## config.mk

```make
export PLATFORM = sky130hd
export DESIGN_NAME = riscy_mem_arbiter
export DESIGN_NICKNAME = d
export VERILOG_FILES = /design/src/rtl/riscy_mem_arbiter.sv
export SDC_FILE = /design/constraint.sdc
export NUM_CORES = 1
export LEC_CHECK = 0
export BUFFER_PORTS_ARGS = -buffer_cell sky130_fd_sc_hd__buf_4
export CORE_AREA = 4 4 107 109
export CTS_BUF_LIST = sky130_fd_sc_hd__clkbuf_4 sky130_fd_sc_hd__clkbuf_8
export CTS_CLUSTER_DIAMETER = 40
export DETAILED_ROUTE_END_ITERATION = 8
export DIE_AREA = 0 0 111 113
export GPL_TIMING_DRIVEN = 0
export PLACE_DENSITY = 0.54
export SKIP_LAST_GASP = 1
export SYNTH_ARGS = -nofsm -noshare
export SYNTH_HDL_FRONTEND = slang
export SYNTH_SLANG_ARGS = --single-unit
export TNS_END_PERCENT = 30
```

## constraint.sdc

```tcl
create_clock -name clk_i -period 1.8 [get_ports clk_i]
set_input_delay 0.18 -clock clk_i [delete_from_list [all_inputs] [get_ports clk_i]]
set_output_delay 0.18 -clock clk_i [all_outputs]
set_load 0.05 [all_outputs]
```

## src/rtl/riscy_mem_arbiter.sv

```systemverilog
// riscy_mem_arbiter
// Two-to-one arbiter that shares one req/gnt/rvalid memory port between the
// instruction-fetch and data channels of the RISCY core.
//   instr_*     : fetch channel (read only)
//   data_*      : data channel (read/write, byte enables)
//   mem_*       : shared downstream port
//   outstanding_o: granted-but-unanswered transaction count
//   err_o       : sticky, set by an rvalid with nothing outstanding
// Grants are round-robin. A stalled request is locked until granted. An
// in-order ID FIFO steers each response back to its issuing channel.
module riscy_mem_arbiter #(
    parameter int unsigned MAX_OUTSTANDING = 2,
    parameter int unsigned ADDR_WIDTH      = 32,
    parameter int unsigned DATA_WIDTH      = 32
) (
    input  logic                                 clk_i,
    input  logic                                 rst_ni,
    input  logic                                 instr_req_i,
    input  logic [ADDR_WIDTH-1:0]                instr_addr_i,
    output logic                                 instr_gnt_o,
    output logic                                 instr_rvalid_o,
    output logic [DATA_WIDTH-1:0]                instr_rdata_o,
    input  logic                                 data_req_i,
    input  logic                                 data_we_i,
    input  logic [DATA_WIDTH/8-1:0]              data_be_i,
    input  logic [ADDR_WIDTH-1:0]                data_addr_i,
    input  logic [DATA_WIDTH-1:0]                data_wdata_i,
    output logic                                 data_gnt_o,
    output logic                                 data_rvalid_o,
    output logic [DATA_WIDTH-1:0]                data_rdata_o,
    output logic                                 mem_req_o,
    input  logic                                 mem_gnt_i,
    input  logic                                 mem_rvalid_i,
    output logic                                 mem_we_o,
    output logic [DATA_WIDTH/8-1:0]              mem_be_o,
    output logic [ADDR_WIDTH-1:0]                mem_addr_o,
    output logic [DATA_WIDTH-1:0]                mem_wdata_o,
    input  logic [DATA_WIDTH-1:0]                mem_rdata_i,
    output logic [$clog2(MAX_OUTSTANDING+1)-1:0] outstanding_o,
    output logic                                 err_o
);

    localparam int unsigned CntW = $clog2(MAX_OUTSTANDING + 1);
    localparam int unsigned PtrW = (MAX_OUTSTANDING > 1) ? $clog2(MAX_OUTSTANDING) : 1;
    localparam logic [CntW-1:0] MaxCnt  = CntW'(MAX_OUTSTANDING);
    localparam logic [PtrW-1:0] LastPtr = PtrW'(MAX_OUTSTANDING - 1);
    localparam logic ChInstr = 1'b0;
    localparam logic ChData  = 1'b1;

    logic                       ptr_q, ptr_d;         // channel with priority on a tie
    logic                       lock_q, lock_d;
    logic                       lock_ch_q, lock_ch_d;
    logic [MAX_OUTSTANDING-1:0] fifo_q;
    logic [PtrW-1:0]            wr_ptr_q, wr_ptr_d;
    logic [PtrW-1:0]            rd_ptr_q, rd_ptr_d;
    logic [CntW-1:0]            count_q, count_d;
    logic                       err_q, err_d;

    logic any_req;
    logic sel;
    logic push;
    logic pop;
    logic head;

    // Selection and handshake (combinational).
    always_comb begin
        any_req = instr_req_i | data_req_i;
        if (lock_q) begin
            sel = lock_ch_q;
        end else if (instr_req_i && data_req_i) begin
            sel = ptr_q;
        end else begin
            sel = data_req_i ? ChData : ChInstr;
        end
        mem_req_o   = any_req & (count_q < MaxCnt);
        push        = mem_req_o & mem_gnt_i;
        instr_gnt_o = push & (sel == ChInstr);
        data_gnt_o  = push & (sel == ChData);
    end

    // Payload mux; idle payload is zero rather than a stale channel value.
    always_comb begin
        mem_we_o    = 1'b0;
        mem_be_o    = '0;
        mem_addr_o  = '0;
        mem_wdata_o = '0;
        if (any_req) begin
            if (sel == ChData) begin
                mem_we_o    = data_we_i;
                mem_be_o    = data_be_i;
                mem_addr_o  = data_addr_i;
                mem_wdata_o = data_wdata_i;
            end else begin
                mem_be_o   = '1;
                mem_addr_o = instr_addr_i;
            end
        end
    end

    // Response steering. An rvalid with an empty FIFO is dropped; a push in the
    // same cycle does not make it valid, since the earliest response is next cycle.
    always_comb begin
        pop            = mem_rvalid_i & (count_q != '0);
        head           = fifo_q[rd_ptr_q];
        instr_rvalid_o = pop & (head == ChInstr);
        data_rvalid_o  = pop & (head == ChData);
        instr_rdata_o  = mem_rdata_i;
        data_rdata_o   = mem_rdata_i;
        outstanding_o  = count_q;
        err_o          = err_q;
    end

    // Next-state logic.
    always_comb begin
        ptr_d     = ptr_q;
        lock_d    = lock_q;
        lock_ch_d = lock_ch_q;
        wr_ptr_d  = wr_ptr_q;
        rd_ptr_d  = rd_ptr_q;
        count_d   = count_q;
        err_d     = err_q | (mem_rvalid_i & (count_q == '0));

        if (push) begin
            ptr_d  = ~sel;
            lock_d = 1'b0;
        end else if (mem_req_o) begin
            lock_d    = 1'b1;
            lock_ch_d = sel;
        end

        if (push) begin
            wr_ptr_d = (wr_ptr_q == LastPtr) ? '0 : wr_ptr_q + PtrW'(1);
        end
        if (pop) begin
            rd_ptr_d = (rd_ptr_q == LastPtr) ? '0 : rd_ptr_q + PtrW'(1);
        end

        case ({push, pop})
            2'b10:   count_d = count_q + CntW'(1);
            2'b01:   count_d = count_q - CntW'(1);
            default: count_d = count_q;
        endcase
    end

    always_ff @(posedge clk_i or negedge rst_ni) begin
        if (!rst_ni) begin
            ptr_q     <= ChData;
            lock_q    <= 1'b0;
            lock_ch_q <= ChInstr;
            fifo_q    <= '0;
            wr_ptr_q  <= '0;
            rd_ptr_q  <= '0;
            count_q   <= '0;
            err_q     <= 1'b0;
        end else begin
            ptr_q     <= ptr_d;
            lock_q    <= lock_d;
            lock_ch_q <= lock_ch_d;
            wr_ptr_q  <= wr_ptr_d;
            rd_ptr_q  <= rd_ptr_d;
            count_q   <= count_d;
            err_q     <= err_d;
            if (push) begin
                fifo_q[wr_ptr_q] <= sel;
            end
        end
    end

endmodule

```

==> summary.txt <==
Run status
  • Status: finished with violations
  • Failing checks: setup timing

GRT
  • First-pass GRT wire length: 13000 um
  • GRT met1 Usage: 13.0%
  • Met2 usage: 24.3%
  • Largest net degree at the start of global routing: 14
  • Total congestion overflow: 0
  • Busiest grt layer: met2
  • GRT Util Overall: 12.3%
  • Met3 Use GR: 4.33%
  • Initial antenna violation count: 0
  • Vias in the first global route: 2608

Logic synthesis
  • Share of the synthesized area in the top cell type: 28.5%
  • Synth Area in XOR/XNOR: 2.34%
  • Mux contribution to synthesized area: 18.2%
  • EDFF count, synth: 0
  • Largest family of logic cells by synthesized area: buffers and inverters
  • Ys Warns: 0
  • Synth Area in Compound Gates: 6.35%
  • Synth cell count leaders: buf_4 (71), nand2_1 (65), and2_1 (33), mux2i_1 (33), dfrtp_1 (9)
  • Syn_area_per_cell: 7.23 sq um
  • Adder-Cell Fraction of Synth Area: 0.668%
  • Sequential element share of the synthesized area: 13.4%
  • Mapped Cells: 259
  • Synth Flop Type: dfrtp_1
  • Post-synthesis cell type count: 28
  • Synthesized flop and latch total: 10
  • Post-Synthesis Cell Area: 1870 sq um
  • Async set-reset flop share out of synthesis: 100%
  • Syn_nets: 399
  • Post-synthesis simple-gate area fraction: 27.8%
  • Most common cell in the netlist: buf_4
  • Synth area leaders: buf_4 (28%), mux2i_1 (18%), nand2_1 (13%)
  • Post-synth top area cell: buf_4

Timing
  • Endpoints failing setup: 40
  • Period utilization: 102%
  • Slew @ Worst Pin: 0.518 ns
  • RSZ-0062 raised after global routing: true
  • Final Hold Viols: 0
  • Min Hold Slack: 0.156 ns
  • Achievable clock frequency: 543 MHz
  • Fin worst setup slack: -0.0408 ns
  • Min Clock Period, post-route: 1.84 ns
  • Max-slew violations: 0
  • Setup TNS Final: -0.480 ns
  • Setup Skew: 0.00451 ns
  • Rel. slew slack: 65.5%

Clock tree
  • H-Tree Depth: 1
  • CTS tree: yes
  • Clock sinks: 10
  • Clock buffer count from CTS: 3
  • CTS root buf: clkbuf_8
  • Clock Tree Buf Depth: 2
  • Reg clk slew, reported paths: 0.05 ns
  • Worst-Skew Late Latency: 0.23 ns

Floorplanning
  • Die Ht: 113 um
  • Die X: 111 um
  • Initial cell density of the core: 17.7%
  • Io pins: 280
  • Row count: 38
  • Core region area: 10600 sq um
  • DIE AREA: 12500 sq um

Min path
  • Worst hold path type: in2reg
  • Hold depth: 2
  • Worst Hold Launch: mem_rvalid_i
  • Hold Path End: err_o$_DFF_PN0_

Pwr
  • Int Power: 2.90 mW
  • PD cells: 1560 nW/um^2
  • Switching pwr: 3.82 mW
  • Sequential share of power: 6.8%
  • Combinational Power Share: 89.5%
  • Sw frac: 56.8%
  • Leak: 2.44 nW
  • VDD IR max: 755 uV
  • Clk network pwr share: 3.7%

Drt
  • Drt initial violations: 71
  • DRT Pass-1 Iters: 4
  • Routed Antenna Nets: 0
  • Via count: 2576
  • Residual DRC: 0
  • WL final: 8810 um
  • Detailed-route wire length per cell: 13.3 um
  • Via density: 3.90

Worst setup path
  • Worst path depth: 6
  • Critical path's slowest cell: dfstp_2
  • Critical path cell sequence: buf_6 -> nor3b_4 -> nor3_4 -> clkbuf_4 -> and2_1 -> buf_4
  • Crit Path Class: reg2out
  • CP startpoint kind: flop
  • R2R Path Start: outstanding_o[1]$_DFFE_PN0P_
  • Buf/Inv on CP: 3
  • Critical path data arrival time: 1.66 ns
  • FF-to-FF path depth: 6
  • FF-to-FF End: outstanding_o[1]$_DFFE_PN0P_
  • Critical Path Max Stage Delay: 0.54 ns
  • Crit path required time: 1.62 ns
  • Crit path max fanout: 5
  • Worst path top cell family by delay: flip-flops
  • CP Capture Type: primary output
  • Reg2Reg Setup Slack: 0.01 ns

Job
  • Maxcap violations: 0

Placed design
  • Port Buffers: 247
  • GP Congestion: 0.793
  • DP HPWL: 7440 um
  • Post-Place Worst Slack: -0.186 ns
  • Placed Area: 3910 sq um

Cells and area
  • Post-Layout Inst Area: 4300 sq um
  • Area growth syn-to-layout: 130%
  • Final #Nets: 662
  • Diode count: 0
  • Fraction of layout cells with a size suffix above 1: 68.9%
==> layout make-up <==
| class | count | area, sq um |
|---|---|---|
| fillers | 1047 | 6300 |
| plain buffers | 78 | 617 |
| repair buffers | 260 | 2080 |
| inverters | 3 | 11.3 |
| well taps | 140 | 175 |
| clock buffers | 4 | 48.8 |
| flip-flops and latches | 10 | 254 |
| multi-input cells | 166 | 1120 |
==> metal layers <==
layer  vias to the layer above  wire, um
met4                         0        29
met2                       157      4820
met5                         -         0
met1                      1131      2980
li1                       1284         -
met3                         4       984
==> power groups by stage <==
stage          registers [mW]  logic, mW  clock network (mW)
3_3_place_gp            0.449       5.21                   0
3_5_place_dp            0.456       5.23                   0
2_1_floorplan           0.513       3.65                   0
4_1_cts                 0.456       6.00               0.262
6_report                0.457       6.01               0.252
5_1_grt                 0.474       6.31               0.272
==> worst max path at each step <==
stage                                   from              end
after floorplan            ptr_q$_DFFE_PN1N_   mem_addr_o[10]
after global placement    lock_q$_DFFE_PN0P_    mem_addr_o[0]
after detailed placement  lock_q$_DFFE_PN0P_    mem_addr_o[0]
after CTS                  ptr_q$_DFFE_PN1N_   mem_addr_o[25]
after global routing      lock_q$_DFFE_PN0P_   mem_addr_o[29]
final                      ptr_q$_DFFE_PN1N_  mem_wdata_o[10]
==> placed cells by master, fill, tap and decap left out, types with 2 or more instances in the layout <==
| cell | netlist | routed |
|---|---|---|
| a41oi_1 | 2 | 2 |
| nor2_1 | 4 | 3 |
| buf_2 | 2 | 2 |
| buf_4 | 71 | 302 |
| nand2_1 | 65 | 65 |
| buf_8 | 0 | 5 |
| clkbuf_1 | 4 | 4 |
| buf_12 | 0 | 4 |
| xnor2_1 | 4 | 4 |
| a31oi_1 | 3 | 3 |
| and2_1 | 33 | 27 |
| mux2i_4 | 0 | 2 |
| nor2b_2 | 0 | 2 |
| buf_6 | 0 | 17 |
| o21a_1 | 5 | 5 |
| clkbuf_4 | 0 | 2 |
| nor2b_1 | 4 | 2 |
| a21oi_1 | 2 | 2 |
| clkbuf_8 | 0 | 4 |
| mux2i_1 | 33 | 30 |
| dfrtp_1 | 9 | 7 |
| inv_1 | 3 | 3 |
| dfrtp_2 | 0 | 2 |
| and2_4 | 0 | 6 |
==> logic make-up (layout without fill, tap and decap cells) <==
family                     count (synthesis)  after routing
adders and majority gates                  1              1
DFF                                       10             10
and+or+nand+nor                          110            110
AOI/OAI and AO/OA                         16             16
xor gates and xnor gates                   5              5
muxes                                     34             34
buffers and inverters                     83            345
==> repair_timing <==
item | CTS | global route
gates resized for setup | 35 | 22
hold endpoints to repair | 10 | 0
hold buffers | 1 | 0
pin swaps | 2 | 7
setup buffers | 10 | 1
cloned | 2 | 2
endpoints found under the setup margin | 72 | 72
==> stage by stage <==
stage          power (mW)  util (%)  instances
4_1_cts              6.72      39.9        660
3_5_place_dp         5.68      36.9        646
3_3_place_gp         5.66      36.9        646
5_1_grt              7.06      40.6        661
6_report             6.72      40.6        661
2_1_floorplan        4.17         -        259
==> sequential cells by signal, indices dropped and copies added, names as in the netlist <==
signal         flops
err_o              1
lock_ch_q          1
rd_ptr_q           1
lock_q             1
fifo_q             2
ptr_q              1
wr_ptr_q           1
outstanding_o      2
Power figures use the tool's default switching activity.
